File: src/rtl/rv_imem_arb.sv
// Instruction-memory arbiter: a boot loader owns the port in BOOT, then the core fetch path shares it in RUN.
// Optional round-robin contention arbitration in RUN is enabled by defining RV_IMEM_ARB_RR_EN.
module rv_imem_arb #(
   parameter int AW = 5,
   parameter int DW = 32
) (
   input  logic          clk_i,
   input  logic          rst_n_i,
   input  logic          fetch_req_i,
   input  logic [AW-1:0] fetch_addr_i,
   output logic          fetch_gnt_o,
   output logic          fetch_rvalid_o,
   output logic [DW-1:0] fetch_rdata_o,
   input  logic          ld_req_i,
   input  logic [AW-1:0] ld_addr_i,
   input  logic [DW-1:0] ld_wdata_i,
   output logic          ld_gnt_o,
   input  logic          ld_done_i,
   output logic          boot_done_o,
   output logic [AW:0]   ld_cnt_o,
   output logic [AW-1:0] mem_addr_o,
   output logic          mem_we_o,
   output logic [DW-1:0] mem_wdata_o,
   input  logic [DW-1:0] mem_rdata_i
);

   // Handshake: a grant is a same-cycle combinational accept of req; fetch data follows one cycle later
   // with fetch_rvalid_o, and there is no backpressure on the response.
   typedef enum logic {BOOT = 1'b0, RUN = 1'b1} state_e;

   localparam logic [AW:0] CNT_MAX = {1'b1, {AW{1'b0}}};

   state_e        state_q, state_d;
   logic          fetch_gnt, ld_gnt;
   logic          rvalid_q, rvalid_d;
   logic [AW:0]   cnt_q, cnt_d;
   logic [AW-1:0] addr_q, addr_d;

   always_ff @(posedge clk_i or negedge rst_n_i) begin
      if (!rst_n_i) state_q <= BOOT;
      else          state_q <= state_d;
   end

   always_comb begin
      state_d = state_q;
      if (state_q == BOOT && ld_done_i) state_d = RUN;
   end

`ifdef RV_IMEM_ARB_RR_EN
   // rr_ptr_q = 1 means the loader wins the next contended cycle.
   logic rr_ptr_q, rr_ptr_d;

   always_ff @(posedge clk_i or negedge rst_n_i) begin
      if (!rst_n_i) rr_ptr_q <= 1'b0;
      else          rr_ptr_q <= rr_ptr_d;
   end

   always_comb begin
      rr_ptr_d = rr_ptr_q;
      if (state_q == RUN && fetch_req_i && ld_req_i) rr_ptr_d = fetch_gnt;
   end
`endif

   always_comb begin
      fetch_gnt = 1'b0;
      ld_gnt    = 1'b0;
      if (rst_n_i) begin
         case (state_q)
            BOOT: ld_gnt = ld_req_i;
            RUN: begin
               if (fetch_req_i && ld_req_i) begin
`ifdef RV_IMEM_ARB_RR_EN
                  fetch_gnt = ~rr_ptr_q;
                  ld_gnt    = rr_ptr_q;
`else
                  fetch_gnt = 1'b1;
`endif
               end else begin
                  fetch_gnt = fetch_req_i;
                  ld_gnt    = ld_req_i;
               end
            end
            default: ;
         endcase
      end
   end

   always_comb begin
      addr_d   = addr_q;
      if (fetch_gnt)   addr_d = fetch_addr_i;
      else if (ld_gnt) addr_d = ld_addr_i;
      rvalid_d = fetch_gnt;
      cnt_d    = cnt_q;
      if (ld_gnt && cnt_q != CNT_MAX) cnt_d = cnt_q + 1'b1;
   end

   always_ff @(posedge clk_i or negedge rst_n_i) begin
      if (!rst_n_i) begin
         rvalid_q <= 1'b0;
         cnt_q    <= '0;
         addr_q   <= '0;
      end else begin
         rvalid_q <= rvalid_d;
         cnt_q    <= cnt_d;
         addr_q   <= addr_d;
      end
   end

   assign fetch_gnt_o    = fetch_gnt;
   assign ld_gnt_o       = ld_gnt;
   assign fetch_rvalid_o = rvalid_q;
   assign fetch_rdata_o  = mem_rdata_i;
   assign boot_done_o    = (state_q == RUN);
   assign ld_cnt_o       = cnt_q;
   assign mem_addr_o     = addr_d;
   assign mem_we_o       = ld_gnt;
   assign mem_wdata_o    = ld_wdata_i;

endmodule

File: config.mk
export PLATFORM = sky130hd
export DESIGN_NAME = rv_imem_arb
export DESIGN_NICKNAME = d
export VERILOG_FILES = /design/src/rtl/rv_imem_arb.sv
export SDC_FILE = /design/constraint.sdc
export NUM_CORES = 1
export LEC_CHECK = 0
export BUFFER_PORTS_ARGS = -buffer_cell sky130_fd_sc_hd__clkbuf_2
export CORE_ASPECT_RATIO = 0.9
export CORE_MARGIN = 4
export CORE_UTILIZATION = 33
export CTS_BUF_LIST = sky130_fd_sc_hd__clkbuf_4 sky130_fd_sc_hd__clkbuf_8
export DETAILED_ROUTE_END_ITERATION = 7
export PLACE_DENSITY = 0.88
export REMOVE_ABC_BUFFERS = 1
export SYNTH_ARGS = -nofsm -noshare
export SYNTH_HDL_FRONTEND = slang
export SYNTH_SLANG_ARGS = --single-unit
File: constraint.sdc
create_clock -name clk_i -period 2.6 [get_ports clk_i]
set_input_delay 0.26 -clock clk_i [delete_from_list [all_inputs] [get_ports clk_i]]
set_output_delay 0.26 -clock clk_i [all_outputs]
set_load 0.05 [all_outputs]
==> results of run 1 <==
## metrics by stage
stage / utilization (%) / instances / setup WS [ns] / cell area, µm²
3_3_place_gp: 26.0 / 120 / 0.797 / 808
5_1_grt: 27.8 / 125 / 0.128 / 867
4_1_cts: 27.8 / 125 / 0.242 / 867
2_1_floorplan: - / 47 / -0.118 / 598
6_report: 27.8 / 125 / 0.253 / 867
3_5_place_dp: 26.0 / 120 / 0.781 / 808
## cells in the mapped netlist
| master | number |
|---|---|
| buf_4 | 66 |
| dfrtp_1 | 13 |
| a21o_1 | 6 |
| a22o_1 | 5 |
| nand2_1 | 4 |
| xnor2_1 | 4 |
| and3_1 | 2 |
| ha_1 | 2 |
| inv_1 | 2 |
| nand4_1 | 2 |
| a21oi_2 | 1 |
| buf_2 | 1 |
| mux2_4 | 1 |
| nor2_2 | 1 |
| nor2b_2 | 1 |
| nor4_4 | 1 |
| nor4bb_1 | 1 |
| or2_2 | 1 |
## power groups by stage
stage	sequential [mW]	clock, mW	combinational (mW)
floorplan	0.439	0	0.144
global placement	0.316	0	0.364
detailed placement	0.317	0	0.373
CTS	0.313	0.187	0.375
global route	0.320	0.196	0.390
finish	0.314	0.186	0.372
## per-layer routing
layer / vias to the layer above / wire [µm]
met4: 0 / 354
li1: 241 / -
met2: 113 / 3100
met1: 259 / 610
met3: 18 / 2150
met5: - / 0
## worst reg2reg max path: stages, from the launching register on
cell,delay [ns]
dfrtp_1,0.41
a21oi_2,0.52
nor2b_2,0.32
mux2_4,0.32
## worst max-delay path by stage
| stage | to | start | slack [ns] | cells past startpoint |
|---|---|---|---|---|
| final | mem_addr_o[4] | rst_n_i | 0.25 | 7 |
| after global routing | mem_addr_o[3] | rst_n_i | 0.13 | 7 |
| after CTS | mem_addr_o[3] | rst_n_i | 0.24 | 7 |
| after detailed placement | mem_addr_o[3] | boot_done_o | 0.78 | 4 |
| after global placement | mem_addr_o[3] | boot_done_o | 0.80 | 4 |
| after floorplan | mem_addr_o[0] | boot_done_o | -0.12 | 3 |
## kinds of logic after synthesis
logic type / synth area share (%)
XOR/XNOR: 3.19
multiplexers: 1.37
flip-flops: 29.6
AND/OR/NAND/NOR: 8.43
buffers and inverters: 46.2
AO/OA/AOI/OAI: 8.88
adder cells (fa/ha/maj): 2.28
## flip-flops by register name, summed over array words and instances (netlist names)
signal and cells:
addr_q 5, ld_cnt_o 6, boot_done_o 1, fetch_rvalid_o 1
## final cells by class
class / count / area share, %
repair buffers: 32 / 19.3
flip-flops and latches: 13 / 37.5
multi-input cells: 32 / 30.6
inverters: 2 / 0.866
clock buffers: 4 / 5.63
well taps: 42 / 6.06
==> qor.csv, run 1 <==
stage,metric,value,unit
outcome,outcome,"finished, final reports clean",
sta,Tmin final,2.35,ns
cts,Clock Pin Slew Worst Setup and Hold Paths,0.05,ns
layout,"commonest non-fill, non-tap cell in the layout",clkbuf_2,
route,drt pass-1 iters,4,
route,drt wl/cell,49.7,µm
global_routing,initial antenna violation count,0,
setup_path,Crit Path Max Fanout,14,
setup_path,CP arrival,2.09,ns
layout,multi-input logic area,265,µm²
job,number of max-cap violations,0,
sta,Final setup viols,0,
setup_path,"CP delay by family, top",buffers and inverters,
sta,Relative slew margins,59.4,%
sta,Slew Limit Fails,0,
logic_synthesis,Synth Register Bits,13,
global_routing,GRT Max-Usage Layer,met2,
logic_synthesis,Area contributors post-synth,"buf_4 45%, dfrtp_1 30%, a21o_1 4.1%",
cts,Num CTS Buffers,3,
pwr,Gate power share,42.6,%
setup_path,worst reg2reg startpoint,boot_done_o,
die,Die Ht,62.7,µm
pwr,PwrDens,1010,nW/µm²
layout,Fillers,334,
placed_design,Buffers on Ports,30,
setup_path,CP dominant cell by count,clkbuf_2,
hold_path,Hold Startpoint,ld_done_i,
cts,hold buffers post-CTS,1,
global_routing,GR met3 Demand/Resource,44.4,%
layout,number of diodes,0,
logic_synthesis,Cells after Synth,114,
setup_path,Critical Path Sink Type,output pin,
pwr,Tot Pwr,872,µW
cts,clk buf depth,2,
setup_path,R2R Setup Slk,0.92,ns
setup_path,worst path cell trace,dlygate4sd3_1 -> clkbuf_2 -> buf_4 -> and3_1 -> nor2_2 -> a21o_1 -> clkbuf_2,
hold_path,worst hold path type,in2reg,
sta,Tightest Pin Transition,0.609,ns
global_routing,global route overflow,0,
layout,Final Net Count,165,
route,Post-Route WL,6210,µm
route,Routed Antenna Nets,0,
pwr,VDD IR max,0.000232,V
pwr,P_leak,0.458,nW
pwr,internal power,475,µW
setup_path,crit-path max cell delay,0.53,ns
pwr,Sw Ratio,45.5,%
layout,most frequent cells in the layout,"30 x clkbuf_2, 13 x dfrtp_1, 6 x a21o_1, 5 x a22o_1",
layout,FF+latch area,325,µm²
layout,layout cells sized above 1,49.4,%
sta,hold_ws,0.216,ns
logic_synthesis,Netlist cell types,18,
route,DRC Markers,0,
sta,Fin. Hold Viols,0,
cts,CTS Root Cell,clkbuf_8,
cts,CTS tree,yes,
setup_path,CP Launch Type,primary input,
layout,layout overhead on the synthesized area,-21.1,%
cts,H-Tree Depth,1,
setup_path,FF-to-FF End,ld_cnt_o[1],
cts,setup bufs post-CTS,0,
sta,setup TNS,0,ns
die,# rows,19,
route,First DRT Iteration DRCs,21,
sta,fin crit share,90.3,%
cts,clock sink total,13,
global_routing,met1 Use GR,8.04,%
sta,FMAX,426,MHz
global_routing,M2 GR Usage,46.6,%
global_routing,global-route wire length before repair,7320,µm
route,vias after detailed routing,631,
logic_synthesis,Synth Warn #,0,
hold_path,WHS Endpoint,boot_done_o,
logic_synthesis,sequential fraction of the synthesis area,29.6,%
logic_synthesis,post-synth top area cell,buf_4,
global_routing,largest net degree at the start of global routing,15,
setup_path,FF-to-FF path depth,3,
sta,RSZ-0062 raised after global routing,false,
logic_synthesis,Synth top area share,45.1,%
setup_path,Crit Path Class,in2out,
global_routing,gr usage total,27.6,%
die,Initial Utilization,35.3,%
die,IO Pins,159,
die,area of the core,3110,µm²
pwr,NetSw,397,µW
setup_path,critical path's slowest cell,dlygate4sd3_1,
logic_synthesis,mean area per synthesized cell,9.64,µm²
logic_synthesis,mapped cell area,1100,µm²
sta,Setup Skew,0.00734,ns
pwr,Sequential Power Share,36.0,%
placed_design,Final Wtd Congestion,0.973,
die,Die W,68.8,µm
die,die footprint,4320,µm²
setup_path,Worst Path Required,2.34,ns
cts,worst-skew pair later-pin latency,0.24,ns
route,Avg Vias per Cell,5.05,
setup_path,Worst Path Buf+Inv,4,
cts,post-cts resize count,0,
global_routing,vias in the first global route,622,
hold_path,WHS Path Cells,2,
pwr,Clk pwr share,21.4,%
(Power assumes the default switching activity.)
==> inputs of run 2 (changes only) <==
PLACE_DENSITY = default   (was 0.88)
PLACE_DENSITY_LB_ADDON = 0.3   (was default)
==> run 2 against run 1 <==
First-iteration DRC count fell by 52%. Non-clock buffer count is 1 lower. Cell area down 0.87%. Critical path type is now reg2out.
==> qor.csv, run 2 (synthesis results as in run 1) <==
stage,metric,value,unit,change
setup_path,CP Launch Type,flop,,
setup_path,Critical Path Sink Type,output pin,,
route,Avg Vias per Cell,5.02,,-0.47%
die,area of the core,3110,µm²,unchanged
global_routing,global-route wire length before repair,7440,µm,+1.6%
cts,Num CTS Buffers,3,,unchanged
setup_path,crit-path max cell delay,0.51,ns,-0.02 ns
placed_design,# placed instances,119,,-0.83%
global_routing,global route overflow,0,,unchanged
pwr,Tot Pwr,866,µW,-0.75%
setup_path,Worst Path Required,2.34,ns,about the same
placed_design,placed cell area,801,µm²,-0.93%
job,number of max-cap violations,0,,unchanged
cts,clock sink total,13,,unchanged
hold_path,worst hold path type,in2reg,,
pwr,PwrDens,1010,nW/µm²,+0.12%
die,Initial Utilization,35.3,%,unchanged
setup_path,FF-to-FF End,ld_cnt_o[1],,
route,vias after detailed routing,623,,-1.3%
route,Post-Route WL,6270,µm,+0.84%
route,drt wl/cell,50.5,µm,+1.7%
setup_path,"CP delay by family, top",compound AO/OA/AOI/OAI gates,,
cts,post-cts resize count,0,,unchanged
outcome,outcome,"finished, final reports clean",,
die,Die Ht,62.7,µm,unchanged
setup_path,CP arrival,1.78,ns,-0.31 ns
die,IO Pins,159,,unchanged
setup_path,Worst Path Buf+Inv,1,,-3
setup_path,critical path depth,4,,-3
sta,Tmin final,2.04,ns,-0.302 ns
die,Die W,68.8,µm,unchanged
sta,hold_ws,0.206,ns,-0.0105 ns
sta,setup TNS,0,ns,unchanged
sta,FMAX,489,MHz,+15%
setup_path,R2R Setup Slk,0.94,ns,+0.02 ns
sta,Slew Limit Fails,0,,unchanged
setup_path,crit path to,mem_addr_o[3],,
route,First DRT Iteration DRCs,10,,-52%
global_routing,initial antenna violation count,0,,unchanged
cts,CTS Root Cell,clkbuf_8,,
placed_design,DP Wirelength,5910,µm,
pwr,P_leak,0.453,nW,-1.0%
placed_design,Buffers on Ports,30,,unchanged
sta,Final setup viols,0,,unchanged
sta,Tightest Pin Transition,0.651,ns,+0.0427 ns
cts,H-Tree Depth,1,,unchanged
global_routing,vias in the first global route,652,,+4.8%
route,drt pass-1 iters,4,,unchanged
global_routing,largest net degree at the start of global routing,15,,unchanged
setup_path,worst path cell trace,a21oi_2 -> nor2_2 -> a21o_1 -> clkbuf_2,,
setup_path,worst reg2reg startpoint,boot_done_o,,
route,Routed Antenna Nets,0,,unchanged
layout,Final Net Count,164,,-0.61%
setup_path,FF-to-FF path depth,3,,unchanged
layout,layout cells sized above 1,48.8,%,-0.62 points
pwr,VDD IR max,0.000279,V,+20%
sta,RSZ-0062 raised after global routing,false,,
layout,"commonest non-fill, non-tap cell in the layout",clkbuf_2,,
layout,max reg flops,6,,unchanged
setup_path,Crit Path Max Fanout,14,,unchanged
global_routing,gr usage total,28.7,%,+1.2 points
sta,Setup Skew,0.000688,ns,-0.00665 ns
sta,fin crit share,78.7,%,-12 points
die,# rows,19,,unchanged
die,die footprint,4320,µm²,unchanged
setup_path,Critical Path Source,boot_done_o,,
layout,Final Non-Filler Cells,124,,-0.80%
cts,worst-skew pair later-pin latency,0.24,ns,about the same
cts,Clock Pin Slew Worst Setup and Hold Paths,0.06,ns,about the same
layout,most frequent cells in the layout,"30 x clkbuf_2, 13 x dfrtp_1, 6 x a21o_1, 5 x a22o_1",,
cts,clk buf depth,2,,unchanged
sta,Fin. Hold Viols,0,,unchanged
setup_path,critical path's slowest cell,a21oi_2,,
hold_path,WHS Path Cells,2,,unchanged
layout,number of diodes,0,,unchanged
route,DRC Markers,0,,unchanged
setup_path,Crit Path Class,reg2out,,
sta,Relative slew margins,56.4,%,-3.0 points
cts,CTS tree,yes,,
layout,layout overhead on the synthesized area,-21.8,%,
placed_design,Final Wtd Congestion,0.974,,+0.12%
layout,"Design Area, Final",860,µm²,-0.87%
-- run 2: cell types whose count changed in the layout (fill, tap and decap cells not counted) --
cell   delta
buf_4     -1
-- run 2: repair_timing --
| item | CTS | global route |
|---|---|---|
| hold endpoints to repair | 13 | 0 |
| buffers inserted | 0 | 0 |
| hold buffers | 1 | 0 |
-- run 2: worst reg2reg max path: cells and delay by family (launching register included) --
family             cells  cell delay [ns]
AOI/OAI and AO/OA      1             0.51
DFF                    1             0.41
muxes                  1             0.32
and+or+nand+nor        1             0.31
-- run 2: worst min path at each step --
stage	to	from
after global placement	boot_done_o	rst_n_i
after floorplan	addr_q[0]	rst_n_i
after CTS	boot_done_o	ld_done_i
after detailed placement	addr_q[2]	rst_n_i
after global routing	boot_done_o	ld_done_i
final	boot_done_o	ld_done_i
-- run 2: metal layers --
layer / part of all wire [%] / global-route usage [%] / vias up
li1: - / - / 239
met4: 5.7 / 15.8 / 0
met2: 50 / 48.3 / 109
met1: 12 / 10.7 / 257
met3: 33 / 41.0 / 18
met5: 0 / 6.94 / -
-- run 2: per-stage QoR --
step	setup WS [ns]	util, %
after floorplan	-0.118	-
after global placement	0.592	25.7
after detailed placement	0.522	25.7
after CTS	0.534	27.6
after global routing	0.399	27.6
final	0.555	27.6
-- run 2: report_power, final --
group | internal (mW) | switching (mW)
clock network | 0.119 | 0.0715
registers | 0.251 | 0.0603
logic | 0.104 | 0.261
-- run 2: layout make-up --
cell class                      instances  area, µm²
Clock buffer                            4       48.8
Timing Repair Buffer                   31        160
Sequential cell                        13        325
Multi-Input combinational cell         32        265
Tap cell                               42       52.6
Fill cell                             329       2250
Inverter                                2       7.51
==> inputs of run 3 (changes only) <==
CORE_UTILIZATION = 28   (was 33)
clock period = 1.6 ns   (was 2.6 ns; I/O delays follow)
==> run 3 against run 2 <==
Power up 71%. Combinational power up 82%. Critical path depth unchanged. Largest cell class unchanged. Hold slack worse by 0.48 ns. Highest routed layer unchanged. Die area is 16% higher. The flow now finishes with violations (negative hold slack, negative setup slack). Largest power group unchanged. Utilization shrank 0.13 points.
==> qor.csv, run 3 (synthesis results as in run 1) <==
stage,metric,value,unit,change
setup_path,Worst Path Required,1.44,ns,-0.90 ns
cts,CTS Root Cell,clkbuf_8,,
global_routing,gr usage total,24.8,%,-3.9 points
route,Avg Vias per Cell,4.78,,-4.9%
placed_design,Placement Setup Slack,0.0419,ns,-0.481 ns
hold_path,worst hold path type,in2async,,
route,drt wl/cell,46.8,µm,-7.3%
die,Initial Utilization,29.2,%,-6.0 points
setup_path,worst reg2reg startpoint,ld_cnt_o[0],,
placed_design,DP Wirelength,5870,µm,-0.57%
layout,most frequent cells in the layout,"23 x clkbuf_2, 12 x dfrtp_1, 7 x buf_4, 6 x a21o_1",,
route,DRC Markers,0,,unchanged
layout,max reg flops,6,,unchanged
route,Routed Antenna Nets,0,,unchanged
route,Post-Route WL,6370,µm,+1.6%
route,drt pass-1 iters,4,,unchanged
cts,Clock Pin Slew Worst Setup and Hold Paths,0.05,ns,about the same
sta,Setup Skew,0.000474,ns,-0.000214 ns
layout,Final Core Density,27.5,%,-0.13 points
pwr,PwrDens,1440,nW/µm²,+43%
sta,Tightest Pin Transition,0.586,ns,-0.0654 ns
sta,Slew Limit Fails,0,,unchanged
placed_design,Final Wtd Congestion,0.869,,-11%
setup_path,CP Launch Type,flop,,
layout,number of diodes,0,,unchanged
placed_design,# placed instances,126,,+5.9%
placed_design,Buffers on Ports,30,,unchanged
layout,Final Net Count,172,,+4.9%
layout,"Design Area, Final",1030,µm²,+20%
sta,Final setup viols,2,,+2
job,number of max-cap violations,0,,unchanged
sta,fin crit share,101,%,
global_routing,global route overflow,0,,unchanged
sta,setup TNS,-0.0267,ns,-0.0267 ns
setup_path,Critical Path Source,boot_done_o,,
global_routing,largest net degree at the start of global routing,13,,-2
sta,RSZ-0062 raised after global routing,true,,
outcome,failing checks,"negative hold slack, negative setup slack",,
global_routing,initial antenna violation count,0,,unchanged
cts,clock sink total,13,,unchanged
setup_path,Crit Path Max Fanout,8,,-6
setup_path,CP arrival,1.46,ns,-0.32 ns
die,die footprint,4990,µm²,+16%
placed_design,placed cell area,858,µm²,+7.2%
setup_path,Crit Path Class,reg2out,,
sta,hold_ws,-0.278,ns,-0.484 ns
route,vias after detailed routing,650,,+4.3%
setup_path,Critical Path Sink Type,output pin,,
pwr,VDD IR max,0.000347,V,+24%
sta,Fin. Hold Viols,1,,+1
cts,clk buf depth,2,,unchanged
layout,"commonest non-fill, non-tap cell in the layout",clkbuf_2,,
layout,layout cells sized above 1,55.6,%,+6.8 points
cts,hold buffers post-CTS,1,,unchanged
die,IO Pins,159,,unchanged
die,Die Ht,67.4,µm,+7.5%
global_routing,global-route wire length before repair,7450,µm,about the same
sta,FMAX,619,MHz,
global_routing,vias in the first global route,648,,-0.61%
pwr,Tot Pwr,1.48,mW,+71%
cts,Num CTS Buffers,3,,unchanged
cts,CTS tree,yes,,
cts,H-Tree Depth,1,,unchanged
layout,Final Non-Filler Cells,136,,+9.7%
layout,layout overhead on the synthesized area,-6.04,%,
pwr,P_leak,0.515,nW,+14%
sta,Tmin final,1.62,ns,
sta,Relative slew margins,60.8,%,+4.4 points
die,area of the core,3760,µm²,+21%
die,# rows,21,,+2
die,Die W,74.0,µm,+7.6%
cts,worst-skew pair later-pin latency,0.24,ns,about the same
sta,worst setup margin,-0.0161,ns,-0.571 ns
outcome,outcome,finished with violations,,
route,First DRT Iteration DRCs,21,,+11
run 3: cell types whose count changed in the layout (fill, tap and decap cells not counted):
cell / delta
dfrtp_2: +1
a21oi_4: +2
clkbuf_2: -7
and3_4: +1
nor2_2: -1
buf_12: +2
dfrtp_1: -1
a21oi_2: -1
and3_1: -1
buf_8: +5
buf_4: +7
nor2_4: +1
run 3: cell type report:
type	instances	area, µm²
fill	403	2730
sequential	13	327
multi-input combinational	33	299
timing repair buffer	38	293
tap	46	57.6
clock buffer	4	48.8
inverter	2	7.51
run 3: critical path: stages, from the launching register on:
cell,delay (ns)
dfrtp_2,0.46
and3_4,0.21
a22o_1,0.20
a21o_1,0.18
buf_8,0.15
run 3: path summary, 6_finish.rpt:
check / endpoint / slack, ns / depth (start not counted)
min reg2reg: addr_q[4] / 0.52 / 1
min in group clk_i: boot_done_o / 0.10 / 2
min: boot_done_o / -0.28 / 1
max reg2reg: ld_cnt_o[1] / 0.15 / 6
max: mem_addr_o[1] / -0.02 / 4
max in group asynchronous: addr_q[0] / 0.59 / 3
run 3: repair_timing:
| action | in CTS | in global routing |
|---|---|---|
| hold endpoints to repair | 13 | 1 |
| setup endpoints to repair | 5 | 5 |
| setup buffers | 3 | 1 |
| resized for setup | 16 | 5 |
| cloned | 1 | 0 |
| pin swaps | 1 | 2 |
run 3: power breakdown:
group	leakage [nW]	internal, mW	switching [mW]
sequential	0.159	0.408	0.104
combinational	0.330	0.228	0.434
clock	0.0262	0.193	0.117
total	0.515	0.829	0.655
run 3: routing by layer:
layer | GRT usage, % | wire [µm] | vias up
li1 | - | - | 258
met4 | 2.49 | 41 | 0
met3 | 40.6 | 2200 | 10
met2 | 39.9 | 2990 | 110
met5 | 0 | 0 | -
met1 | 13.8 | 1140 | 272
